$ cat config.mk
export PLATFORM = sky130hd
export DESIGN_NAME = mac_gate_ctrl
export DESIGN_NICKNAME = d
export VERILOG_FILES = /design/src/rtl/mac_gate_ctrl.sv
export SDC_FILE = /design/constraint.sdc
export NUM_CORES = 1
export LEC_CHECK = 0
export BUFFER_PORTS_ARGS = -buffer_cell sky130_fd_sc_hd__buf_2
export CAP_MARGIN = 20
export CORE_ASPECT_RATIO = 1.75
export CORE_UTILIZATION = 23
export DETAILED_ROUTE_END_ITERATION = 12
export GPL_TIMING_DRIVEN = 1
export PLACE_DENSITY = 0.46
export SKIP_CTS_REPAIR_TIMING = 1
export SLEW_MARGIN = 25
export SYNTH_ARGS = -nofsm -noshare
export SYNTH_HDL_FRONTEND = slang
export SYNTH_SLANG_ARGS = --single-unit
$ cat constraint.sdc
create_clock -name clk -period 1.4 [get_ports clk]
set_input_delay 0.07 -clock clk [delete_from_list [all_inputs] [get_ports clk]]
set_output_delay 0.07 -clock clk [all_outputs]
set_load 0.005 [all_outputs]
$ cat src/rtl/mac_gate_ctrl.sv
// mac_gate_ctrl: registers operand beats and drives per-lane isolation-latch enables,
// with idle sleep and a fixed wake delay. Zero-lane skipping is built when MAC_ZERO_SKIP_EN is defined.
module mac_gate_ctrl #(
  parameter int bw       = 8,
  parameter int col      = 8,
  parameter int IDLE_CYC = 4,
  parameter int WAKE_CYC = 2
) (
  input  logic                clk,
  input  logic                reset,
  input  logic                in_valid,
  output logic                in_ready,
  input  logic [col*bw-1:0]   in_x,
  input  logic [col*bw-1:0]   in_w,
  output logic [col*bw-1:0]   x_q,
  output logic [col*bw-1:0]   w_q,
  output logic [col-1:0]      lane_en,
  output logic                out_valid,
  output logic [col-1:0]      zero_mask,
  output logic                asleep,
  output logic [15:0]         skip_cnt
);

  localparam int IdleW = $clog2(IDLE_CYC + 1);
  localparam int WakeW = $clog2(WAKE_CYC + 1);

  typedef enum logic [1:0] {SLEEP, WAKE, ACTIVE} state_t;

  state_t            state_q;
  logic [IdleW-1:0]  idle_q;
  logic [WakeW-1:0]  wake_q;
  logic              out_valid_q;
  logic [col-1:0]    lane_en_q;
  logic [col-1:0]    zero_mask_q;
  logic [col-1:0]    skip_d;
  logic              accept;

  assign in_ready  = (state_q == ACTIVE);
  assign asleep    = (state_q == SLEEP);
  assign accept    = in_valid & in_ready;
  assign out_valid = out_valid_q;
  assign lane_en   = lane_en_q;
  assign zero_mask = zero_mask_q;

`ifdef MAC_ZERO_SKIP_EN
  localparam int PopW = $clog2(col + 1);

  logic [15:0]     skip_cnt_q;
  logic [15:0]     skip_cnt_d;
  logic [16:0]     skip_sum;
  logic [PopW-1:0] skip_pop;

  // A lane whose product is provably zero keeps its latch closed.
  always_comb begin
    skip_d   = '0;
    skip_pop = '0;
    for (int i = 0; i < col; i++) begin
      skip_d[i] = (in_x[i*bw +: bw] == '0) || (in_w[i*bw +: bw] == '0);
      skip_pop  = skip_pop + PopW'(skip_d[i]);
    end
    skip_sum   = {1'b0, skip_cnt_q} + 17'(skip_pop);
    skip_cnt_d = skip_sum[16] ? 16'hFFFF : skip_sum[15:0];
  end

  always_ff @(posedge clk) begin
    if (!reset) begin
      skip_cnt_q <= '0;
    end else if (accept) begin
      skip_cnt_q <= skip_cnt_d;
    end
  end

  assign skip_cnt = skip_cnt_q;
`else
  assign skip_d   = '0;
  assign skip_cnt = 16'h0000;
`endif

  always_ff @(posedge clk) begin
    if (!reset) begin
      state_q     <= SLEEP;
      idle_q      <= '0;
      wake_q      <= '0;
      out_valid_q <= 1'b0;
      lane_en_q   <= '0;
      zero_mask_q <= '0;
      x_q         <= '0;
      w_q         <= '0;
    end else begin
      out_valid_q <= accept;
      lane_en_q   <= accept ? ~skip_d : '0;
      zero_mask_q <= accept ? skip_d : '0;
      if (accept) begin
        x_q <= in_x;
        w_q <= in_w;
      end
      // An accept in the threshold cycle takes priority over going to sleep.
      unique case (state_q)
        SLEEP: begin
          if (in_valid) begin
            state_q <= WAKE;
            wake_q  <= '0;
          end
        end
        WAKE: begin
          if (wake_q == WakeW'(WAKE_CYC - 1)) begin
            state_q <= ACTIVE;
            idle_q  <= '0;
          end else begin
            wake_q <= wake_q + WakeW'(1);
          end
        end
        ACTIVE: begin
          if (accept) begin
            idle_q <= '0;
          end else if (idle_q == IdleW'(IDLE_CYC - 1)) begin
            state_q <= SLEEP;
            idle_q  <= '0;
          end else begin
            idle_q <= idle_q + IdleW'(1);
          end
        end
        default: state_q <= SLEEP;
      endcase
    end
  end

endmodule
==> results of run 1 <==
-- logic make-up (layout without fill, tap and decap cells) --
| logic type | count (synthesis) | in the layout | synth area share |
|---|---|---|---|
| AOI/OAI and AO/OA | 138 | 138 | 0.138 |
| adders and majority gates | 2 | 2 | 0.00495 |
| buffers and inverters | 78 | 446 | 0.105 |
| DFF | 136 | 136 | 0.539 |
| other | 1 | 24 | 0.000742 |
| and+or+nand+nor | 274 | 274 | 0.212 |
-- worst paths after layout --
check	startpoint	endpoint	depth (start not counted)
setup / recovery	wake_q[1]	wake_q[1]	4
hold / removal	in_valid	idle_q[0]	4
setup reg to reg	wake_q[1]	wake_q[1]	4
hold reg to reg	w_q[3]	w_q[3]	2
-- metrics by stage --
stage               instances  utilization
floorplan                 652            -
global placement         1147        0.302
detailed placement       1147        0.302
CTS                      1179        0.329
global route             1312        0.392
finish                   1312        0.392
-- worst min-delay path: stages --
cell and delay, ns:
buf_2 0.15, nor2_1 0.06, nand3_1 0.07, a21oi_1 0.05
-- power breakdown --
part | total, mW | internal (mW) | switching [mW]
sequential | 3.94 | 3.92 | 0.0255
combinational | 0.767 | 0.464 | 0.303
clock | 4.47 | 2.81 | 1.65
total | 9.17 | 7.19 | 1.98
-- area by class of cell --
cell class,count,area (µm²)
inverter,3,13.8
fill,2302,13100
sequential,136,2730
tap,292,365
timing repair buffer,411,2850
multi-input combinational,438,1890
clock buffer,26,499
clock inverter,6,88.8
-- sequential cells by signal, indices dropped and copies added, names as in the netlist --
signal   flops
w_q         64
lane_en      1
idle_q       3
wake_q       2
state_q      2
x_q         64
-- per-layer routing --
layer	routed length, µm	vias up
met4	344	0
met5	0	-
li1	-	2719
met3	755	16
met1	6410	2445
met2	9400	169
-- cells in the final DEF, fill, tap and decap left out --
master | Yosys | routed
clkbuf_8 | 0 | 4
nand3_1 | 4 | 4
a31oi_1 | 2 | 2
buf_4 | 40 | 4
a211oi_1 | 1 | 1
clkbuf_1 | 15 | 5
buf_8 | 0 | 2
o21bai_1 | 1 | 1
a21oi_1 | 132 | 132
bufinv_16 | 0 | 2
clkbuf_16 | 0 | 19
inv_1 | 2 | 2
ha_1 | 2 | 2
clkinv_2 | 0 | 1
nor2_1 | 3 | 3
and3b_4 | 0 | 1
o21ai_0 | 2 | 2
nand3b_1 | 2 | 2
inv_4 | 0 | 1
buf_12 | 0 | 5
nand4b_1 | 1 | 1
nor4b_1 | 1 | 1
nand2_1 | 258 | 258
and4_1 | 1 | 1
buf_2 | 10 | 269
or4b_1 | 1 | 1
clkinv_4 | 0 | 1
nand2b_1 | 2 | 2
dfxtp_1 | 136 | 133
dlygate4sd3_1 | 0 | 129
clkinvlp_4 | 0 | 2
conb_1 | 1 | 24
dfxtp_2 | 0 | 3
==> results.yml, run 1 <==
hold_path:
  hp-class: "primary input to flip-flop"
cts:
  cts_max_level: 4
  path_clk_slew_ns: 0.06
  cts_sinks: 136
  cts_inserted_buffers: 17
  cts_tree: "done"
  clock_latency_ns: 0.42
  cts-root-buf: "clkbuf_16"
  clockBufferDepth: 2
global_routing:
  gr-total-overflow: 0
  busiest_layer: "met2"
  grt_use_met2: 0.239
  antenna_found_initial: 0
  grt_max_degree: 67
  grt_use_met3: 0.0370
  grt_pass1_wl_um: 22900
  grt_pass1_vias: 4292
  met1_usage: 0.141
  grt_util_all_layers: 0.134
synth:
  netlist_area_um2: 5050
  synth_area_leader_cell: "dfxtp_1"
  synth_area_leaders: "dfxtp_1 54%, nand2_1 19%, a21oi_1 13%"
  synth_common_cells: "258 x nand2_1, 136 x dfxtp_1, 132 x a21oi_1"
  synth_top_flop_cell: "dfxtp_1"
  ys_seq_elements: 136
  synth_top_area_frac: 0.539
  ys.warnings.count: 0
  synthArstFlopShare: 0
  ys_seq_area_frac: 0.539
  synth_area_per_cell_um2: 8.03
  synth_cell_types: 24
  synth_cells: 629
  synth-edff-count: 0
  synth.most_common_cell: "nand2_1"
route:
  drc: 0
  dr.pass1.iters: 4
  num_vias: 5349
  drt-total-wl_um: 16900
  dr.first_iter.drc_count: 221
  wl_per_cell_um: 12.9
  via_per_inst: 4.08
  final_antenna_net_count: 0
timing:
  fmax_ghz: 0.751
  setup_ws_ns: 0.0690
  period_share: 0.951
  final.setup.tns_ns: 0
  period_minus_slack_ns: 1.33
  timing_hold_violations_final: 0
  fin_skew_ns: 0.00547
  setup_viol: 0
  hold_slack_ns: 0.0307
  drv_slew: 0
floorplan:
  initial_core_util: 0.235
  dieArea_um2: 22600
  die_y_um: 198
  rows: 71
  io-pin-count: 294
  die_w_um: 114
  core-area_um2: 21500
power:
  p_leak_nw: 3.71
  peakVddDrop_uv: 566
  p_per_area_nw_per_um2: 1090
  total_power_mw: 9.17
layout:
  area.growth.synth_to_final_pct: 66.9
  stdcell_area_um2: 8430
  drive_above_1_share: 0.308
  nNetsFinal: 1140
  antenna_cells: 0
worst_setup_path:
  path_cells: "inv_1, ha_1, or4b_1, a31oi_1"
  slowest_stage: "or4b_1"
  crit_arrival_ns: 1.67
  critPathCaptureType: "flip-flop"
  r2r_slack_ns: 0.07
  startpoint_type: "flip-flop"
  cp_num_buf_inv: 1
  slowest_delay_ns: 0.46
  cp.required_ns: 1.74
  critPathTopFamily: "simple AND/OR/NAND/NOR gates"
  cp_max_fo: 3
  criticalPathCategory: "flip-flop to flip-flop"
placement:
  dp_hpwl_um: 10700
  gp_congestion: 0.764
  port_buffers: 269
  place_ws_ns: 0.0314
  dpl_cell_area_um2: 6490
status:
  outcome: "completed"
run:
  maxCapViolations: 0
Power figures use the tool's default switching activity.
==> run 2: changes to the inputs <==
--- a/config.mk
+++ b/config.mk
@@ -7,11 +7,13 @@
 export LEC_CHECK = 0
 export BUFFER_PORTS_ARGS = -buffer_cell sky130_fd_sc_hd__buf_2
 export CAP_MARGIN = 20
+export CELL_PAD_IN_SITES_DETAIL_PLACEMENT = 1
+export CELL_PAD_IN_SITES_GLOBAL_PLACEMENT = 1
 export CORE_ASPECT_RATIO = 1.75
 export CORE_UTILIZATION = 23
 export DETAILED_ROUTE_END_ITERATION = 12
 export GPL_TIMING_DRIVEN = 1
-export PLACE_DENSITY = 0.46
+export PLACE_DENSITY = 0.62
 export SKIP_CTS_REPAIR_TIMING = 1
 export SLEW_MARGIN = 25
 export SYNTH_ARGS = -nofsm -noshare
==> run 2 against run 1 <==
Net effect: sequential cell count did not move; worst setup slack got worse by 0.017 ns; combinational power rose by 4.3%; register-to-register slack got worse by 0.02 ns; die area did not move; power fell by 5.6%; via count rose by 4.9%; critical path type unchanged; largest power group is now sequential cells.
==> results.yml, run 2 (same netlist as run 1, synthesis figures left out) <==
route:
  dr.pass1.iters: 4
  via_per_inst: 4.26
  wl_per_cell_um: 14.7
  drt-total-wl_um: 19400
  dr.first_iter.drc_count: 186
  drc: 0
  num_vias: 5613
  final_antenna_net_count: 0
layout:
  final_cells: 1319
  stdcell_area_um2: 8460
  drive_above_1_share: 0.312
  fin_util: 0.393
  reg_top3: "w_q x64, x_q x64, idle_q x3"
  layout_common_cells: "269 x buf_2, 258 x nand2_1, 134 x dfxtp_1, 132 x a21oi_1, 129 x dlygate4sd3_1"
  final_common_cell: "buf_2"
  nNetsFinal: 1149
  area.growth.synth_to_final_pct: 67.4
  regArea_um2: 2730
  fillCellCount: 2705
  multi_input_area_um2: 1900
floorplan:
  dieArea_um2: 22600
  die_y_um: 198
  io-pin-count: 294
  rows: 71
  die_w_um: 114
  initial_core_util: 0.235
  core-area_um2: 21500
worst_setup_path:
  slowest_stage: "dfxtp_2"
  criticalPathCategory: "flip-flop to flip-flop"
  r2r_end: "x_q[1]"
  critPathCaptureType: "flip-flop"
  ff2ff_path_depth: 4
  cp_num_buf_inv: 1
  path_cells: "and3b_4, buf_12, nand2_1, a21oi_1"
  slowest_delay_ns: 0.35
  crit_arrival_ns: 1.70
  startpoint_type: "flip-flop"
  cp_max_fo: 65
  r2r_start: "state_q[0]"
  r2r_slack_ns: 0.05
  critPathTopFamily: "simple AND/OR/NAND/NOR gates"
  cp.required_ns: 1.75
cts:
  clock_latency_ns: 0.42
  cts_tree: "done"
  cts-root-buf: "clkbuf_16"
  cts_sinks: 136
  cts_inserted_buffers: 17
  path_clk_slew_ns: 0.06
  cts_max_level: 4
  clockBufferDepth: 2
timing:
  setup_viol: 0
  final.setup.tns_ns: 0
  drv_slew: 0
  setup_ws_ns: 0.0524
  fmax_ghz: 0.742
  fin_skew_ns: 0.00704
  period_minus_slack_ns: 1.35
  period_share: 0.963
  timing_hold_violations_final: 0
  hold_slack_ns: 0.0349
power:
  p_leak_nw: 3.73
  p_clk_frac: 0.453
  p_seq_frac: 0.455
  p_per_area_nw_per_um2: 1020
  internal_power_mw: 6.71
  peakVddDrop_uv: 441
  swShare: 0.225
  power_switching_mw: 1.95
  power_frac_comb: 0.092
  total_power_mw: 8.66
placement:
  port_buffers: 269
  dpl_cell_area_um2: 6590
  place_inst: 1155
  place_ws_ns: 0.0294
  dp_hpwl_um: 11900
  gp_congestion: 0.728
hold_path:
  hold_path.startpoint: "in_valid"
  hold_depth: 4
  hp-class: "primary input to flip-flop"
  min_to: "idle_q[0]"
status:
  outcome: "completed"
global_routing:
  grt_util_all_layers: 0.145
  gr-total-overflow: 0
  grt_pass1_vias: 4720
  antenna_found_initial: 1
  grt_pass1_wl_um: 24900
  grt_max_degree: 70
run:
  maxCapViolations: 0
[run 2: cell types whose count changed in the layout (fill, tap and decap cells not counted), sizes merged]
cell	delta
buf	+9
bufinv	-2
clkbuf	-1
clkinv	+1
clkinvlp	-1
diode	+1
[run 2: cell type report]
type	count	share of cell area
Antenna cell	1	0.000296
Clock buffer	25	0.0562
Clock inverter	4	0.00266
Inverter	3	0.00163
Multi-Input combinational cell	438	0.224
Sequential cell	136	0.322
Tap cell	292	0.0432
Timing Repair Buffer	420	0.350
[run 2: power groups by stage]
stage | clock network [mW] | logic [mW] | registers, mW
finish | 3.92 | 0.800 | 3.94
global route | 4.22 | 0.871 | 3.95
CTS | 4.07 | 0.492 | 3.94
detailed placement | 0 | 0.490 | 4.02
global placement | 0 | 0.487 | 4.02
floorplan | 0 | 0.236 | 4.02
[run 2: worst register-to-register path: cells and delay by family, from the launching register on]
kind | cells | cell delay, ns
AO/OA/AOI/OAI | 1 | 0.16
buffers and inverters | 1 | 0.28
flip-flops | 1 | 0.35
AND/OR/NAND/NOR | 2 | 0.49
[run 2: worst max path at each step]
stage	to	startpoint	cells past startpoint	slack, ns
2_1_floorplan	wake_q[1]	wake_q[1]	4	0.10
3_3_place_gp	w_q[55]	state_q[0]	4	0.08
3_5_place_dp	x_q[30]	state_q[0]	4	0.03
4_1_cts	in_ready	state_q[1]	4	-0.04
5_1_grt	x_q[1]	state_q[0]	4	-0.04
6_report	x_q[1]	state_q[0]	4	0.05
[run 2: routing by layer]
metal  vias up  part of all wire  global-route usage
met5         -                 0                   0
met4         0             0.032              0.0808
met3        40             0.046              0.0349
met2       202              0.57               0.267
li1       2734                 -                   -
met1      2637              0.35               0.147
